File: src/rtl/hazard_scoreboard.sv
// Hazard scoreboard: stalls ID for load-use and in-flight mul/div dependencies,
// sequences the multi-cycle mul/div unit and arbitrates its late register-file write-back.
module hazard_scoreboard #(
    parameter int unsigned MD_LATENCY = 32,
    parameter int unsigned CNT_W      = 6
) (
    input  logic       clk,
    input  logic       rst,
    input  logic       ID_valid,
    input  logic [4:0] ID_RS1,
    input  logic [4:0] ID_RS2,
    input  logic       ID_uses_RS1,
    input  logic       ID_uses_RS2,
    input  logic [4:0] ID_RD,
    input  logic       ID_RegWrite,
    input  logic       ID_MemRead,
    input  logic       ID_MulDiv,
    input  logic       flush,
    input  logic       MEM_WB_RegWrite,
    output logic       stall,
    output logic       ID_EX_bubble,
    output logic       md_start,
    output logic       md_busy,
    output logic       md_wb_valid,
    output logic [4:0] md_wb_rd
);

    typedef enum logic [1:0] {StIdle, StBusy, StWbWait} md_state_e;

    md_state_e        state_q, state_d;
    logic             ld_valid_q, ld_valid_d;
    logic [4:0]       ld_rd_q;
    logic [4:0]       md_rd_q, md_rd_d;
    logic [CNT_W-1:0] cnt_q, cnt_d;
    logic             md_start_q, md_start_d;

    logic issue;
    logic match_ld, match_md;
    logic load_use, md_raw, md_struct, md_waw;

    assign match_ld = (ID_uses_RS1 & (ID_RS1 == ld_rd_q)) | (ID_uses_RS2 & (ID_RS2 == ld_rd_q));
    assign match_md = (ID_uses_RS1 & (ID_RS1 == md_rd_q)) | (ID_uses_RS2 & (ID_RS2 == md_rd_q));

    assign md_busy   = (state_q != StIdle);
    // ld_rd_q is never x0 while ld_valid_q is set, so x0 sources cannot match it
    assign load_use  = ld_valid_q & match_ld;
    assign md_raw    = md_busy & (md_rd_q != 5'd0) & match_md;
    assign md_struct = ID_MulDiv & md_busy;
    assign md_waw    = md_busy & ID_RegWrite & (ID_RD != 5'd0) & (ID_RD == md_rd_q);

    assign stall        = ID_valid & ~flush & (load_use | md_raw | md_struct | md_waw);
    assign ID_EX_bubble = stall | flush;
    assign issue        = ID_valid & ~stall & ~flush;
    assign md_start     = md_start_q;

    assign ld_valid_d = issue & ID_MemRead & ID_RegWrite & (ID_RD != 5'd0);

    always_comb begin
        state_d     = state_q;
        cnt_d       = cnt_q;
        md_rd_d     = md_rd_q;
        md_start_d  = 1'b0;
        md_wb_valid = 1'b0;
        md_wb_rd    = 5'd0;
        case (state_q)
            StIdle: begin
                if (issue & ID_MulDiv) begin
                    md_rd_d    = ID_RegWrite ? ID_RD : 5'd0;
                    cnt_d      = CNT_W'(MD_LATENCY - 1);
                    md_start_d = 1'b1;
                    state_d    = StBusy;
                end
            end
            StBusy: begin
                if (cnt_q == '0) begin
                    state_d = (md_rd_q != 5'd0) ? StWbWait : StIdle;
                end else begin
                    cnt_d = cnt_q - 1'b1;
                end
            end
            StWbWait: begin
                // The main pipeline always owns the write port when it needs it
                if (!MEM_WB_RegWrite) begin
                    md_wb_valid = 1'b1;
                    md_wb_rd    = md_rd_q;
                    state_d     = StIdle;
                end
            end
            default: state_d = StIdle;
        endcase
    end

    always_ff @(posedge clk or posedge rst) begin
        if (rst) begin
            state_q    <= StIdle;
            ld_valid_q <= 1'b0;
            ld_rd_q    <= 5'd0;
            md_rd_q    <= 5'd0;
            cnt_q      <= '0;
            md_start_q <= 1'b0;
        end else begin
            state_q    <= state_d;
            ld_valid_q <= ld_valid_d;
            ld_rd_q    <= ID_RD;
            md_rd_q    <= md_rd_d;
            cnt_q      <= cnt_d;
            md_start_q <= md_start_d;
        end
    end

endmodule
File: config.mk
export PLATFORM = sky130hd
export DESIGN_NAME = hazard_scoreboard
export DESIGN_NICKNAME = d
export VERILOG_FILES = /design/src/rtl/hazard_scoreboard.sv
export SDC_FILE = /design/constraint.sdc
export NUM_CORES = 1
export LEC_CHECK = 0
export CORE_ASPECT_RATIO = 0.8
export CORE_UTILIZATION = 49
export CTS_BUF_LIST = sky130_fd_sc_hd__clkbuf_2
export CTS_CLUSTER_DIAMETER = 150
export DETAILED_ROUTE_END_ITERATION = 6
export HOLD_SLACK_MARGIN = 0.12
export PLACE_DENSITY_LB_ADDON = 0.1
export SLEW_MARGIN = 20
export SYNTH_ARGS = -nofsm -noshare
export SYNTH_HDL_FRONTEND = slang
export SYNTH_SLANG_ARGS = --single-unit
export TNS_END_PERCENT = 100
File: constraint.sdc
create_clock -name clk -period 2.2 [get_ports clk]
set_clock_uncertainty 0.1 [all_clocks]
set_input_delay 0.33 -clock clk [delete_from_list [all_inputs] [get_ports clk]]
set_output_delay 0.33 -clock clk [all_outputs]
set_load 0.01 [all_outputs]
==> flow_metrics.py <==
metrics = {
    "outcome": {
        "status": "finished with violations",
        "failing_checks": "negative setup slack",
    },
    "sta": {
        "timing.final.ws_setup_ps": -361,
        "worst_slew_margin_rel": 0.795,
        "slew_viol_final": 0,
        "timing.final.hold_violations": 0,
        "post-route-period-util": 1.16,
        "setup_viol_count_final": 2,
        "fmax_achieved_mhz": 390,
        "timing.hold.ws_ps": 154,
        "post-route-min-period_ps": 2560,
        "worst-slew-pin-transition_ps": 305,
        "rsz0062_at_grt": "true",
    },
    "drt": {
        "postRouteAntennaNets": 0,
        "avgRoutedWirePerCell_um": 15.6,
        "routed_via_density": 5.22,
        "detail_route.drc_violations": 0,
        "routed_wirelength_um": 3410,
        "dr.pass1.iters": 4,
        "dr_total_vias": 1139,
        "first_drt_iteration_drcs": 37,
    },
    "yosys": {
        "ys_top_cells_by_area": "sky130_fd_sc_hd__dfrtp_1 39%, sky130_fd_sc_hd__xnor2_1 17%, sky130_fd_sc_hd__o31ai_1 3.5%, sky130_fd_sc_hd__nor2_1 3.0%, sky130_fd_sc_hd__xor2_1 2.8%",
        "synth_area_per_cell_um2": 9.78,
        "post_syn_nets": 157,
        "yosys.cell_types.count": 33,
        "post_synthesis_instance_area_um2": 1270,
        "ys.warnings.count": 0,
        "synth-seq-cells": 20,
        "netlist.area_leader.share": 0.394,
        "post_synth_inst_count": 130,
        "synth_seq_area_share": 0.394,
        "yosysTopAreaCell": "sky130_fd_sc_hd__dfrtp_1",
    },
    "placed_design": {
        "dp_hpwl_um": 2530,
        "portBuffers": 34,
        "gp_congestion": 0.816,
        "dpl_worst_slack_ps": -776,
    },
    "worst_setup_path": {
        "start_kind": "input port",
        "crit_type": "in2out",
        "critical_path.endpoint_type": "output port",
        "timing.critical_path.required_ps": 1770,
        "cp_data_arrival_time_ps": 2130,
        "critPathMaxFanout": 2,
    },
    "floorplanning": {
        "floorplan.die.width_um": 58.9,
        "core_area_um2": 2440,
        "fp.dieArea_um2": 2800,
        "die_h_um": 47.6,
        "placement_rows": 16,
        "design.portCount": 35,
        "floorplan.initialDensity": 0.520,
    },
    "pwr": {
        "leakage_power_nw": 0.799,
        "worst_ir_drop_vdd_mv": 0.803,
        "power_density_nw_per_um2": 982,
    },
    "clocking": {
        "clock_pin_slew_of_the_registers_on_the_worst_case_setup_and_hold_paths_ps": 170,
        "h-tree-depth": 1,
        "tritoncts": "built",
        "cts_made_buffers": 3,
        "clock_sinks": 20,
        "worstSkewPairLatency_ps": 310,
        "clk_path_buf_depth": 2,
        "clock_tree.root_cell": "sky130_fd_sc_hd__clkbuf_2",
    },
    "global_route": {
        "pin_count_of_the_biggest_net_entering_global_routing": 21,
        "grt_first_pass_wirelength_um": 5300,
        "via_count_of_the_first_global_routing_pass": 1097,
        "gr-total-overflow": 0,
        "grt_antenna_before_repair": 0,
        "global_route.usage.total": 0.267,
    },
    "flow_run": {
        "drv_cap": 0,
    },
    "cells_and_area": {
        "drive_above_1_share": 0.236,
        "design.final.nets": 211,
        "layout-area-overhead-vs-synth_pct": 41.3,
        "diodes": 0,
    },
    "hold_path": {
        "worst_min_path_class": "in2reg",
    },
}
-- cells in the mapped netlist --
cell type,n
sky130_fd_sc_hd__dfrtp_1,20
sky130_fd_sc_hd__a221oi_2,1
sky130_fd_sc_hd__and2_1,5
sky130_fd_sc_hd__nor3b_1,1
sky130_fd_sc_hd__nand2b_1,1
sky130_fd_sc_hd__xor2_1,4
sky130_fd_sc_hd__o21ai_0,4
sky130_fd_sc_hd__or4_1,3
sky130_fd_sc_hd__nor4_1,1
sky130_fd_sc_hd__mux2_2,1
sky130_fd_sc_hd__o21bai_1,1
sky130_fd_sc_hd__nor2_1,10
sky130_fd_sc_hd__or3_1,1
sky130_fd_sc_hd__a41o_1,1
sky130_fd_sc_hd__o31ai_1,6
sky130_fd_sc_hd__clkbuf_1,4
sky130_fd_sc_hd__nand4_2,2
sky130_fd_sc_hd__nor3_2,1
sky130_fd_sc_hd__inv_1,6
sky130_fd_sc_hd__o221ai_1,1
sky130_fd_sc_hd__o22ai_2,2
sky130_fd_sc_hd__nor3_1,1
sky130_fd_sc_hd__o21a_1,1
sky130_fd_sc_hd__and4_1,1
sky130_fd_sc_hd__buf_6,3
sky130_fd_sc_hd__xnor2_1,25
sky130_fd_sc_hd__nand4_1,2
sky130_fd_sc_hd__nand2_1,8
sky130_fd_sc_hd__nand3b_1,1
sky130_fd_sc_hd__a31o_2,1
sky130_fd_sc_hd__o21ai_1,5
sky130_fd_sc_hd__nand3_1,4
sky130_fd_sc_hd__ha_1,2
-- final cells by class --
class,instances,area [µm²]
Multi-Input combinational cell,97,728
Fill cell,204,646
Sequential cell,20,500
Timing Repair Buffer,56,485
Tap cell,36,45.0
Inverter,6,22.5
Clock buffer,3,15.0
-- final timing paths --
path / from / end / slack, ps / cells past startpoint
min: ID_RD[0] / ld_rd_q[0]$_DFF_PP0_ / 150 / 2
max reg2reg: md_rd_q[3]$_DFFE_PP0P_ / ld_valid_q$_DFF_PP0_ / 130 / 7
max: ID_RD[1] / ID_EX_bubble / -360 / 8
max in group asynchronous: rst / md_rd_q[0]$_DFFE_PP0P_ / 1570 / 3
min reg2reg: cnt_q[1]$_DFFE_PP0P_ / cnt_q[1]$_DFFE_PP0P_ / 430 / 2
min in group asynchronous: rst / cnt_q[5]$_DFFE_PP0P_ / 210 / 3
-- state kept, by name, summed over array words and instances, names as in the netlist --
signal      cells
state_q         2
md_rd_q         5
cnt_q           6
md_start        1
ld_rd_q         5
ld_valid_q      1
-- layer usage --
layer / wire, µm / global-route usage / vias to the layer above
met5: 0 / 0 / -
met4: 36 / 0.0714 / 0
met3: 250 / 0.0622 / 10
met2: 1520 / 0.420 / 52
met1: 1590 / 0.377 / 525
li1: - / - / 552
-- timing repair --
item	CTS	global route
gates resized for setup	19	10
hold buffers	0	0
endpoints found under the hold margin	0	0
setup buffers	4	2
pin swaps	4	8
setup endpoints to repair	5	5
-- per-stage QoR --
stage	power [W]	TNS, ps	std cells	area, µm²	util
after floorplan	0.00117	0	130	1270	-
after global placement	0.00141	-1440	209	1730	0.707
after detailed placement	0.00145	-1690	209	1730	0.707
after CTS	0.00167	-662	216	1770	0.723
after global routing	0.00190	-836	218	1800	0.736
final	0.00176	-664	218	1800	0.736
-- power breakdown --
group	leakage [nW]	internal [W]	switching [W]	total, W
sequential	0.246	0.000484	0.0000980	0.000582
combinational	0.541	0.000553	0.000485	0.00104
clock	0.0125	0.0000372	0.000107	0.000144
-- cell families after synthesis --
group,share of synthesized area
fa+ha+maj,0.0197
simple gates,0.186
compound gates,0.136
flops,0.394
xor+xnor,0.200
mux,0.00886
buf+inv,0.0561
-- cell usage in the layout, fill, tap and decap left out, types with 2 or more instances in the layout --
cell type,Yosys,routed
sky130_fd_sc_hd__xnor2_1,25,25
sky130_fd_sc_hd__clkdlybuf4s50_1,0,23
sky130_fd_sc_hd__buf_4,0,22
sky130_fd_sc_hd__dfrtp_1,20,20
sky130_fd_sc_hd__nand2_1,8,8
sky130_fd_sc_hd__nor2_1,10,7
sky130_fd_sc_hd__inv_1,6,6
sky130_fd_sc_hd__o31ai_1,6,6
sky130_fd_sc_hd__o21ai_1,5,5
sky130_fd_sc_hd__and2_1,5,5
sky130_fd_sc_hd__clkbuf_2,0,5
sky130_fd_sc_hd__nand3_1,4,4
sky130_fd_sc_hd__o21ai_0,4,4
sky130_fd_sc_hd__dlygate4sd2_1,0,4
sky130_fd_sc_hd__xor2_1,4,3
sky130_fd_sc_hd__nand4_2,2,2
sky130_fd_sc_hd__o22ai_2,2,2
sky130_fd_sc_hd__nor2_2,0,2
sky130_fd_sc_hd__nand4_1,2,2
sky130_fd_sc_hd__or4_1,3,2
sky130_fd_sc_hd__nor3_2,1,2
sky130_fd_sc_hd__ha_1,2,2
sky130_fd_sc_hd__buf_2,0,2
sky130_fd_sc_hd__dlymetal6s2s_1,0,2
-- worst max-delay path, stage by stage --
cell                              delay [ps]
sky130_fd_sc_hd__clkdlybuf4s15_1         180
sky130_fd_sc_hd__or4_1                   490
sky130_fd_sc_hd__o21a_1                  220
sky130_fd_sc_hd__a41o_1                  240
sky130_fd_sc_hd__a221oi_2                290
sky130_fd_sc_hd__buf_4                   160
sky130_fd_sc_hd__o21bai_1                 70
sky130_fd_sc_hd__buf_2                   150
No activity file was read; power rests on OpenSTA's default activity.
